[config.mk]
export PLATFORM = sky130hd
export DESIGN_NAME = pin_entry_assembler
export DESIGN_NICKNAME = d
export VERILOG_FILES = /design/src/rtl/pin_pkg.sv /design/src/rtl/inactivity_timer.sv /design/src/rtl/pin_entry_assembler.sv
export SDC_FILE = /design/constraint.sdc
export NUM_CORES = 1
export LEC_CHECK = 0
export BUFFER_PORTS_ARGS = -buffer_cell sky130_fd_sc_hd__buf_2
export CORE_ASPECT_RATIO = 1.1
export CORE_MARGIN = 2
export CORE_UTILIZATION = 30
export DETAILED_ROUTE_END_ITERATION = 10
export HOLD_SLACK_MARGIN = 0.1
export SLEW_MARGIN = 20
export SYNTH_ARGS = -nofsm -noshare
export SYNTH_HDL_FRONTEND = slang
export SYNTH_SLANG_ARGS = --single-unit
[constraint.sdc]
create_clock -name clk -period 2.1 [get_ports clk]
set_input_delay 0.42 -clock clk [delete_from_list [all_inputs] [get_ports clk]]
set_output_delay 0.42 -clock clk [all_outputs]
set_load 0.02 [all_outputs]
[src/rtl/pin_pkg.sv]
// Shared types and key codes for the pinPac_t keypad interface.
package pin_pkg;

    localparam int         PIN_LEN       = 4;
    localparam logic [3:0] KEY_STAR      = 4'hA;
    localparam logic [3:0] KEY_HASH      = 4'hB;
    localparam logic [3:0] DIGIT_INVALID = 4'hF;

    typedef struct packed {
        logic       status;
        logic [3:0] digit1;
        logic [3:0] digit2;
        logic [3:0] digit3;
        logic [3:0] digit4;
    } pinPac_t;

    typedef enum logic {
        IDLE  = 1'b0,
        ENTRY = 1'b1
    } entry_state_t;

endpackage

[src/rtl/inactivity_timer.sv]
// Idle-clock counter: runs while enabled, flags expiry on its last count.
module inactivity_timer #(
    parameter int TIMEOUT_CYCLES = 50_000_000
) (
    input  logic clk,
    input  logic rst,
    input  logic run,
    input  logic restart,
    output logic expire
);

    localparam int            TW   = $clog2(TIMEOUT_CYCLES);
    localparam logic [TW-1:0] LAST = TW'(TIMEOUT_CYCLES - 1);

    logic [TW-1:0] count;

    // Expiry itself returns the count to zero, so it can never wrap.
    always_ff @(posedge clk or negedge rst) begin
        if (!rst) begin
            count <= '0;
        end else if (!run || restart || count == LAST) begin
            count <= '0;
        end else begin
            count <= count + 1'b1;
        end
    end

    assign expire = run && (count == LAST);

endmodule

[src/rtl/pin_entry_assembler.sv]
// Collects decoded key presses into a 4-digit PIN and emits a pinPac_t on '*'.
module pin_entry_assembler
    import pin_pkg::*;
#(
    parameter int TIMEOUT_CYCLES = 50_000_000
) (
    input  logic       clk,
    input  logic       rst,
    input  logic       key_valid,
    input  logic [3:0] key_code,
    output pinPac_t    pin_out,
    output logic [2:0] digit_count,
    output logic       entry_active,
    output logic       timeout_pulse
);

    entry_state_t               state;
    entry_state_t               state_next;
    logic [PIN_LEN-1:0][3:0]    buffer;   // buffer[0] holds digit1
    logic                       is_digit;
    logic                       is_star;
    logic                       is_hash;
    logic                       expire;
    logic                       timeout;

    assign is_digit = key_valid && (key_code <= 4'd9);
    assign is_star  = key_valid && (key_code == KEY_STAR);
    assign is_hash  = key_valid && (key_code == KEY_HASH);

    inactivity_timer #(
        .TIMEOUT_CYCLES(TIMEOUT_CYCLES)
    ) u_timer (
        .clk     (clk),
        .rst     (rst),
        .run     (state == ENTRY),
        .restart (is_digit),
        .expire  (expire)
    );

    // A meaningful key in the expiry cycle wins over the timeout.
    assign timeout = expire && !(is_digit || is_star || is_hash);

    always_comb begin
        state_next = state;
        if (is_digit) begin
            state_next = ENTRY;
        end else if (is_star || is_hash || timeout) begin
            state_next = IDLE;
        end
    end

    always_ff @(posedge clk or negedge rst) begin
        if (!rst) begin
            state <= IDLE;
        end else begin
            state <= state_next;
        end
    end

    always_ff @(posedge clk or negedge rst) begin
        if (!rst) begin
            buffer        <= {PIN_LEN{DIGIT_INVALID}};
            digit_count   <= 3'd0;
            pin_out       <= {1'b0, {PIN_LEN{DIGIT_INVALID}}};
            timeout_pulse <= 1'b0;
        end else begin
            pin_out.status <= 1'b0;
            timeout_pulse  <= 1'b0;
            if (is_digit) begin
                if (digit_count < 3'(PIN_LEN)) begin
                    buffer[digit_count[1:0]] <= key_code;
                    digit_count              <= digit_count + 3'd1;
                end else begin
                    // Full buffer: drop the oldest digit, keep the last four.
                    buffer <= {key_code, buffer[PIN_LEN-1:1]};
                end
            end else if (is_star) begin
                pin_out     <= {1'b1, buffer[0], buffer[1], buffer[2], buffer[3]};
                buffer      <= {PIN_LEN{DIGIT_INVALID}};
                digit_count <= 3'd0;
            end else if (is_hash || timeout) begin
                buffer        <= {PIN_LEN{DIGIT_INVALID}};
                digit_count   <= 3'd0;
                timeout_pulse <= timeout;
            end
        end
    end

    assign entry_active = (state == ENTRY);

endmodule
# == Yosys cells after proc, flatten, opt, wreduce, memory -nomap -nowiden ==
# Index checks and enable logic that the tools add are counted.
# op_classes
n_reduce_logical,19
eq_ne,4
n_addsub,2
n_bitwise,1
n_lt_le_gt_ge,4
muxes,19
# ops
cell,count
$mux W16,4
$mux W17,2
$add A26 B1 Y26 const B,1
$eq A26 B26 Y1 const B,1
$mux W26,1
$bwmux W16,1
$mux W3,4
$demux W4 S2,1
$eq A4 B4 Y1 const B,2
$logic_or A1 B1 Y1,7
$logic_and A1 B1 Y1,6
$mux W1,5
$le A4 B4 Y1 const B,1
$mux W4,1
$reduce_and A2 Y1,2
$add A3 B1 Y3 const B,1
$lt A2 B3 Y1 const B,1
$lt A3 B3 Y1 const B,1
$reduce_bool A3 Y1,1
$ge A2 B1 Y1 const B,1
$logic_not A1 Y1,2
$ne A2 B1 Y1 const B,1
$reduce_bool A2 Y1,1
$not A1 Y1,1
# word_totals
wordCells,62
out_inout_bits,22
in_bits,7
reg_bits,64

# == Logic depth before layout (Yosys ltp) ==
# depth
ltp_word,10
mapped_depth,7
mapped_depth_nobuf,6

# == Cells and area by module ==
# Synthesis repeated with hierarchy kept, for this count alone.
# hier_totals
hier_cells,310
area_unflattened_um2,3344.5
# modules_own_cells
mod,cells_per_inst,seq_area_each_um2,instances,area_per_inst_um2
pin_entry_assembler,159,991.0,1,1889.3
inactivity_timer,151,650.6,1,1455.1

# == Worst setup path before layout ==
# OpenSTA, ideal clock, no wires.
# synth_path
kind,flip-flop to flip-flop
start,register u_timer.count[9]
end,register u_timer.count[10]
required_time_ns,1.981
arrival_ns,1.757
synth_period_minus_slack_ns,1.876
stages_incl_launch_ff,7
setup_ns,0.119
setup_slack_ns,0.224
path_buffers,1
cell_sequence,dfrtp_1 or4_4 nor4_4 a31oi_1 nand2_2 buf_4 nor2_1
# synth_between
elab_chain_len,3
word_cells_on_any_way,4
classes_between,add/sub (1); eq/ne (1); mux (1); reduce/logical (1)
# synth_rtl
item,line_no,text
from (decl),inactivity_timer.sv:15,logic [TW-1:0] count;
from (signal assigned),inactivity_timer.sv:24,count <= count + 1'b1;
branches (longest 2 deep; another with $add A26 B1 Y26),n/a,
$mux W26 *,inactivity_timer.sv:21,end else if (!run || restart || count == LAST) begin
# Every way passes the cells marked *.
# A chain may end at the register's enable or synchronous reset.

# == Worst setup path in the final report ==
# layout_path
start,register u_timer.count[7]
end,register buffer[14] in the netlist's numbering
# layout_between
elab_chain_len,5
# layout_rtl
item,line_no,text
$eq A26 B26 Y1,inactivity_timer.sv:28,assign expire = run && (count == LAST);
$logic_and A1 B1 Y1,inactivity_timer.sv:28,
$logic_and A1 B1 Y1,pin_entry_assembler.sv:41,assign timeout = expire && !(is_digit || is_star || is_hash);
$logic_or A1 B1 Y1,pin_entry_assembler.sv:81,end else if (is_hash || timeout) begin
$reduce_bool A3 Y1 (no line),n/a,
to (signal assigned),pin_entry_assembler.sv:75,"buffer <= {key_code, buffer[PIN_LEN-1:1]};"
to (signal assigned),pin_entry_assembler.sv:79,buffer <= {PIN_LEN{DIGIT_INVALID}};
to (signal assigned),pin_entry_assembler.sv:82,buffer <= {PIN_LEN{DIGIT_INVALID}};
to (decl),pin_entry_assembler.sv:19,logic [PIN_LEN-1:0][3:0] buffer;
# No other way between the ends.

==> metrics.txt <==
# TYPE chip_impl_metric gauge
chip_impl_info{name="run_status",value="finished, final reports clean"} 1
chip_impl_metric{name="cts_inserted_buffers",unit=""} 9
chip_impl_metric{name="die_x",unit="µm"} 101
chip_impl_metric{name="cts_num_sinks",unit=""} 64
chip_impl_metric{name="synthesis.nets",unit=""} 283
chip_impl_metric{name="worstPathArrival",unit="ns"} 2.28
chip_impl_metric{name="fin_crit",unit="ns"} 2.00
chip_impl_metric{name="start_util",unit="%"} 31.0
chip_impl_metric{name="grt_overflow",unit=""} 0
chip_impl_metric{name="ff2ff_path_depth",unit=""} 5
chip_impl_info{name="crit_start",value="u_timer.count[7]$_DFF_PN0_"} 1
chip_impl_metric{name="cp_slowest_stage_delay",unit="ns"} 0.57
chip_impl_metric{name="leakage",unit="µW"} 0.00153
chip_impl_metric{name="synth_seq_area_share",unit="%"} 53.4
chip_impl_metric{name="floorplan.die.height",unit="µm"} 110
chip_impl_metric{name="peak_vdd_ir",unit="V"} 0.000610
chip_impl_metric{name="r2r_setup_slack",unit="ns"} 0.10
chip_impl_metric{name="area.growth.synth_to_final",unit="%"} 19.5
chip_impl_metric{name="synthesis.instances",unit=""} 271
chip_impl_metric{name="place_congestion",unit=""} 0.759
chip_impl_metric{name="post_synthesis_register_bit_count",unit=""} 64
chip_impl_metric{name="fin_worst_skew",unit="ns"} 0.0108
chip_impl_metric{name="fin_worst_hold_slack",unit="ns"} 0.401
chip_impl_info{name="ys_top_cells_by_area",value="sky130_fd_sc_hd__dfstp_2, sky130_fd_sc_hd__dfrtp_1, sky130_fd_sc_hd__mux2_2, sky130_fd_sc_hd__nor2_1, sky130_fd_sc_hd__xor2_1"} 1
chip_impl_metric{name="power.net_switching",unit="µW"} 1340
chip_impl_metric{name="internal_power",unit="µW"} 2880
chip_impl_info{name="synth_ff_type",value="sky130_fd_sc_hd__dfstp_2"} 1
chip_impl_metric{name="cp_data_required_time",unit="ns"} 2.38
chip_impl_metric{name="combinationalPowerShare",unit="%"} 27.6
chip_impl_metric{name="seqPwrFrac",unit="%"} 47.0
chip_impl_info{name="grt_setup_unrepaired",value="false"} 1
chip_impl_metric{name="clk_path_buf_depth",unit=""} 2
chip_impl_info{name="setup.worst_path.end_class",value="flop"} 1
chip_impl_metric{name="n_antenna_cell",unit=""} 0
chip_impl_info{name="timing.critical_path.to",value="buffer[14]$_DFFE_PN1P_"} 1
chip_impl_info{name="chain_of_cells_forming_the_critical_path",value="or4b_4 -> nor4_4 -> a22o_4 -> a21boi_4 -> o32a_1"} 1
chip_impl_metric{name="yosysTopAreaCellShare",unit="%"} 27.3
chip_impl_metric{name="synth-edff-count",unit=""} 0
chip_impl_metric{name="io_pins",unit=""} 29
chip_impl_metric{name="first_global_vias",unit=""} 2092
chip_impl_metric{name="ys.warnings.count",unit=""} 0
chip_impl_metric{name="total_standard_cell_area_after_synthesis",unit="mm²"} 0.00308
chip_impl_metric{name="timing.max_cap.violations",unit=""} 0
chip_impl_metric{name="grt_pass1_wl",unit="mm"} 10.6
chip_impl_metric{name="fraction_of_power_spent_switching_nets",unit="%"} 31.8
chip_impl_metric{name="totalNegativeSetupSlack",unit="ns"} 0
chip_impl_metric{name="final_report_hold_violation_count",unit=""} 0
chip_impl_metric{name="antenna_found_initial",unit=""} 0
chip_impl_info{name="timing.setup.critical_path_class",value="reg -> reg"} 1
chip_impl_metric{name="clock_share_of_power",unit="%"} 25.4
chip_impl_metric{name="drc",unit=""} 0
chip_impl_metric{name="synth_cell_type_count",unit=""} 35
chip_impl_metric{name="firstDrtPassIters",unit=""} 4
chip_impl_metric{name="ant_nets",unit=""} 0
chip_impl_metric{name="dpl_worst_slack",unit="ns"} 0.120
chip_impl_info{name="reg2reg_to",value="buffer[14]$_DFFE_PN1P_"} 1
chip_impl_metric{name="insertion_delay",unit="ns"} 0.34
chip_impl_metric{name="setup_viol_count_final",unit=""} 0
chip_impl_metric{name="timing.fmax",unit="MHz"} 501
chip_impl_metric{name="wl_per_cell",unit="µm"} 14.2
chip_impl_info{name="post-synth-top-area-cell",value="sky130_fd_sc_hd__dfstp_2"} 1
chip_impl_metric{name="grt_use_total",unit="%"} 12.4
chip_impl_metric{name="timing.final.crit_share",unit="%"} 95.1
chip_impl_metric{name="timing_worst_slew_pin_value",unit="ns"} 0.513
chip_impl_metric{name="core.rowCount",unit=""} 38
chip_impl_metric{name="min_delay_path_depth",unit=""} 2
chip_impl_metric{name="cts-htree-levels",unit=""} 3
chip_impl_info{name="root_buffer",value="sky130_fd_sc_hd__clkbuf_8"} 1
chip_impl_info{name="regToRegStartpoint",value="u_timer.count[7]$_DFF_PN0_"} 1
chip_impl_metric{name="fp.dieArea",unit="mm²"} 0.0111
chip_impl_info{name="setup.worst_path.start_class",value="flop"} 1
chip_impl_info{name="clock_tree_from_tritoncts",value="yes"} 1
chip_impl_info{name="worst_path_max_delay_cell",value="sky130_fd_sc_hd__or4b_4"} 1
chip_impl_metric{name="post_drt_via_cell_ratio",unit=""} 4.83
chip_impl_metric{name="syn_avg_cell_area",unit="µm²"} 11.4
chip_impl_metric{name="fin_ws",unit="ns"} 0.104
chip_impl_metric{name="initialDrtViolationCount",unit=""} 83
chip_impl_metric{name="placement.io_buffers",unit=""} 28
chip_impl_metric{name="clk_transition_reported_paths",unit="ns"} 0.07
chip_impl_metric{name="dr_vias",unit=""} 2132
chip_impl_metric{name="maxSlewViolCount",unit=""} 0
chip_impl_metric{name="detail_route.wirelength",unit="mm"} 6.24
chip_impl_metric{name="critPathMaxFanout",unit=""} 5
chip_impl_metric{name="synth_async_sr_flop_share",unit="%"} 100
chip_impl_info{name="min-delay-path-class",value="in -> reg"} 1
chip_impl_metric{name="grt_start_max_net_pins",unit=""} 37
chip_impl_metric{name="dp.final_hpwl",unit="mm"} 4.46
chip_impl_metric{name="floorplan.core_area",unit="mm²"} 0.00994
chip_impl_metric{name="cellPowerDensity",unit="mW/mm²"} 1150
chip_impl_metric{name="layout-drive-gt1-share",unit="%"} 38.6
chip_impl_metric{name="final_nets",unit=""} 328
chip_impl_metric{name="timing.max_slew.rel_slack",unit="%"} 65.8
power by group through the flow:
stage / Sequential, µW / Combinational, µW / Clock [µW]
detailed placement: 2010 / 1180 / 0
floorplan: 2160 / 638 / 0
global placement: 2000 / 1160 / 0
CTS: 1990 / 1180 / 1110
global route: 2030 / 1280 / 1170
finish: 1980 / 1160 / 1070
repair_timing:
action	in CTS	in global routing
setup endpoints to repair	0	5
hold buffers	1	0
gates resized for setup	0	2
hold endpoints to repair	10	0
buffers inserted	0	1
synth_stat cells (2+ instances only):
cell type	count
sky130_fd_sc_hd__a21oi_1	20
sky130_fd_sc_hd__and2_1	2
sky130_fd_sc_hd__and3_1	5
sky130_fd_sc_hd__and4_1	2
sky130_fd_sc_hd__buf_4	3
sky130_fd_sc_hd__clkbuf_1	4
sky130_fd_sc_hd__dfrtp_1	32
sky130_fd_sc_hd__dfstp_2	32
sky130_fd_sc_hd__ha_1	5
sky130_fd_sc_hd__inv_1	5
sky130_fd_sc_hd__mux2_2	26
sky130_fd_sc_hd__mux2i_1	12
sky130_fd_sc_hd__nand2_1	12
sky130_fd_sc_hd__nand3_1	13
sky130_fd_sc_hd__nand4_1	8
sky130_fd_sc_hd__nor2_1	45
sky130_fd_sc_hd__nor4_2	2
sky130_fd_sc_hd__o21ai_0	2
sky130_fd_sc_hd__o32a_1	4
sky130_fd_sc_hd__xnor2_1	6
sky130_fd_sc_hd__xor2_1	17
cell families (layout without fill, tap and decap cells):
family / count (synthesis) / after routing / synth area share [%]
buf+inv: 13 / 63 / 1.99
fa+ha+maj: 5 / 5 / 2.03
xor+xnor: 23 / 23 / 6.55
compound gates: 30 / 30 / 6.55
flops: 64 / 64 / 53.4
mux: 38 / 38 / 13.4
simple gates: 98 / 98 / 16.1
metal layers:
layer | global-route usage [%] | vias to the layer above | wire, µm
li1 | - | 1037 | -
met1 | 16.2 | 1050 | 2870
met2 | 19.8 | 39 | 3020
met3 | 4.60 | 6 | 296
met4 | 2.94 | 0 | 51
met5 | 0 | - | 0
critical path, delay by kind of cell, from the launching register on:
family,cells,cell delay (ns)
AO/OA/AOI/OAI,3,0.58
flip-flops,1,0.44
AND/OR/NAND/NOR,2,0.92
state kept, by name, summed over array words and instances (netlist names):
name,cells
buffer,16
digit_count,3
entry_active,1
pin_out,17
timeout_pulse,1
u_timer.count,26
area by class of cell:
class                      count  area (µm²)
clock buffer                  13         190
sequential                    64        1640
tap                          120         150
fill                        1006        6260
timing repair buffer          42         273
multi-input combinational    194        1380
clock inverter                 3        20.0
inverter                       5        18.8
through the flow:
step                total power, µW  instances  cell area [µm²]  utilization, %
finish                         4210        441             3680            37.0
global route                   4480        441             3680            37.0
CTS                            4280        440             3660            36.8
detailed placement             3190        423             3440            34.6
global placement               3160        423             3440            34.6
floorplan                      2790        271             3080               -
cell usage in the layout (no fill, tap or decap), types with 2 or more instances in the layout:
| cell type | Yosys | final |
|---|---|---|
| sky130_fd_sc_hd__nor2_1 | 45 | 45 |
| sky130_fd_sc_hd__buf_2 | 1 | 28 |
| sky130_fd_sc_hd__dfrtp_1 | 32 | 32 |
| sky130_fd_sc_hd__and2_1 | 2 | 2 |
| sky130_fd_sc_hd__o32a_1 | 4 | 4 |
| sky130_fd_sc_hd__o21ai_0 | 2 | 2 |
| sky130_fd_sc_hd__nand2_1 | 12 | 12 |
| sky130_fd_sc_hd__nand3_1 | 13 | 13 |
| sky130_fd_sc_hd__xor2_1 | 17 | 17 |
| sky130_fd_sc_hd__and3_1 | 5 | 5 |
| sky130_fd_sc_hd__buf_12 | 0 | 2 |
| sky130_fd_sc_hd__and4_1 | 2 | 2 |
| sky130_fd_sc_hd__mux2i_1 | 12 | 12 |
| sky130_fd_sc_hd__xnor2_1 | 6 | 6 |
| sky130_fd_sc_hd__ha_1 | 5 | 5 |
| sky130_fd_sc_hd__clkbuf_8 | 0 | 12 |
| sky130_fd_sc_hd__dfstp_2 | 32 | 32 |
| sky130_fd_sc_hd__buf_4 | 3 | 11 |
| sky130_fd_sc_hd__nor4_2 | 2 | 2 |
| sky130_fd_sc_hd__inv_1 | 5 | 5 |
| sky130_fd_sc_hd__a21oi_1 | 20 | 20 |
| sky130_fd_sc_hd__nand4_1 | 8 | 8 |
| sky130_fd_sc_hd__mux2_2 | 26 | 26 |
worst min path at each step:
| stage | start | endpoint | slack (ns) |
|---|---|---|---|
| after floorplan | rst | digit_count[0]$_DFFE_PN0P_ | 0.12 |
| after global placement | rst | u_timer.count[15]$_DFF_PN0_ | 0.32 |
| after detailed placement | rst | u_timer.count[14]$_DFF_PN0_ | 0.32 |
| after CTS | key_code[2] | buffer[14]$_DFFE_PN1P_ | 0.38 |
| after global routing | key_code[2] | buffer[14]$_DFFE_PN1P_ | 0.38 |
| final | key_code[2] | buffer[14]$_DFFE_PN1P_ | 0.40 |
No activity file was read; power rests on OpenSTA's default activity.
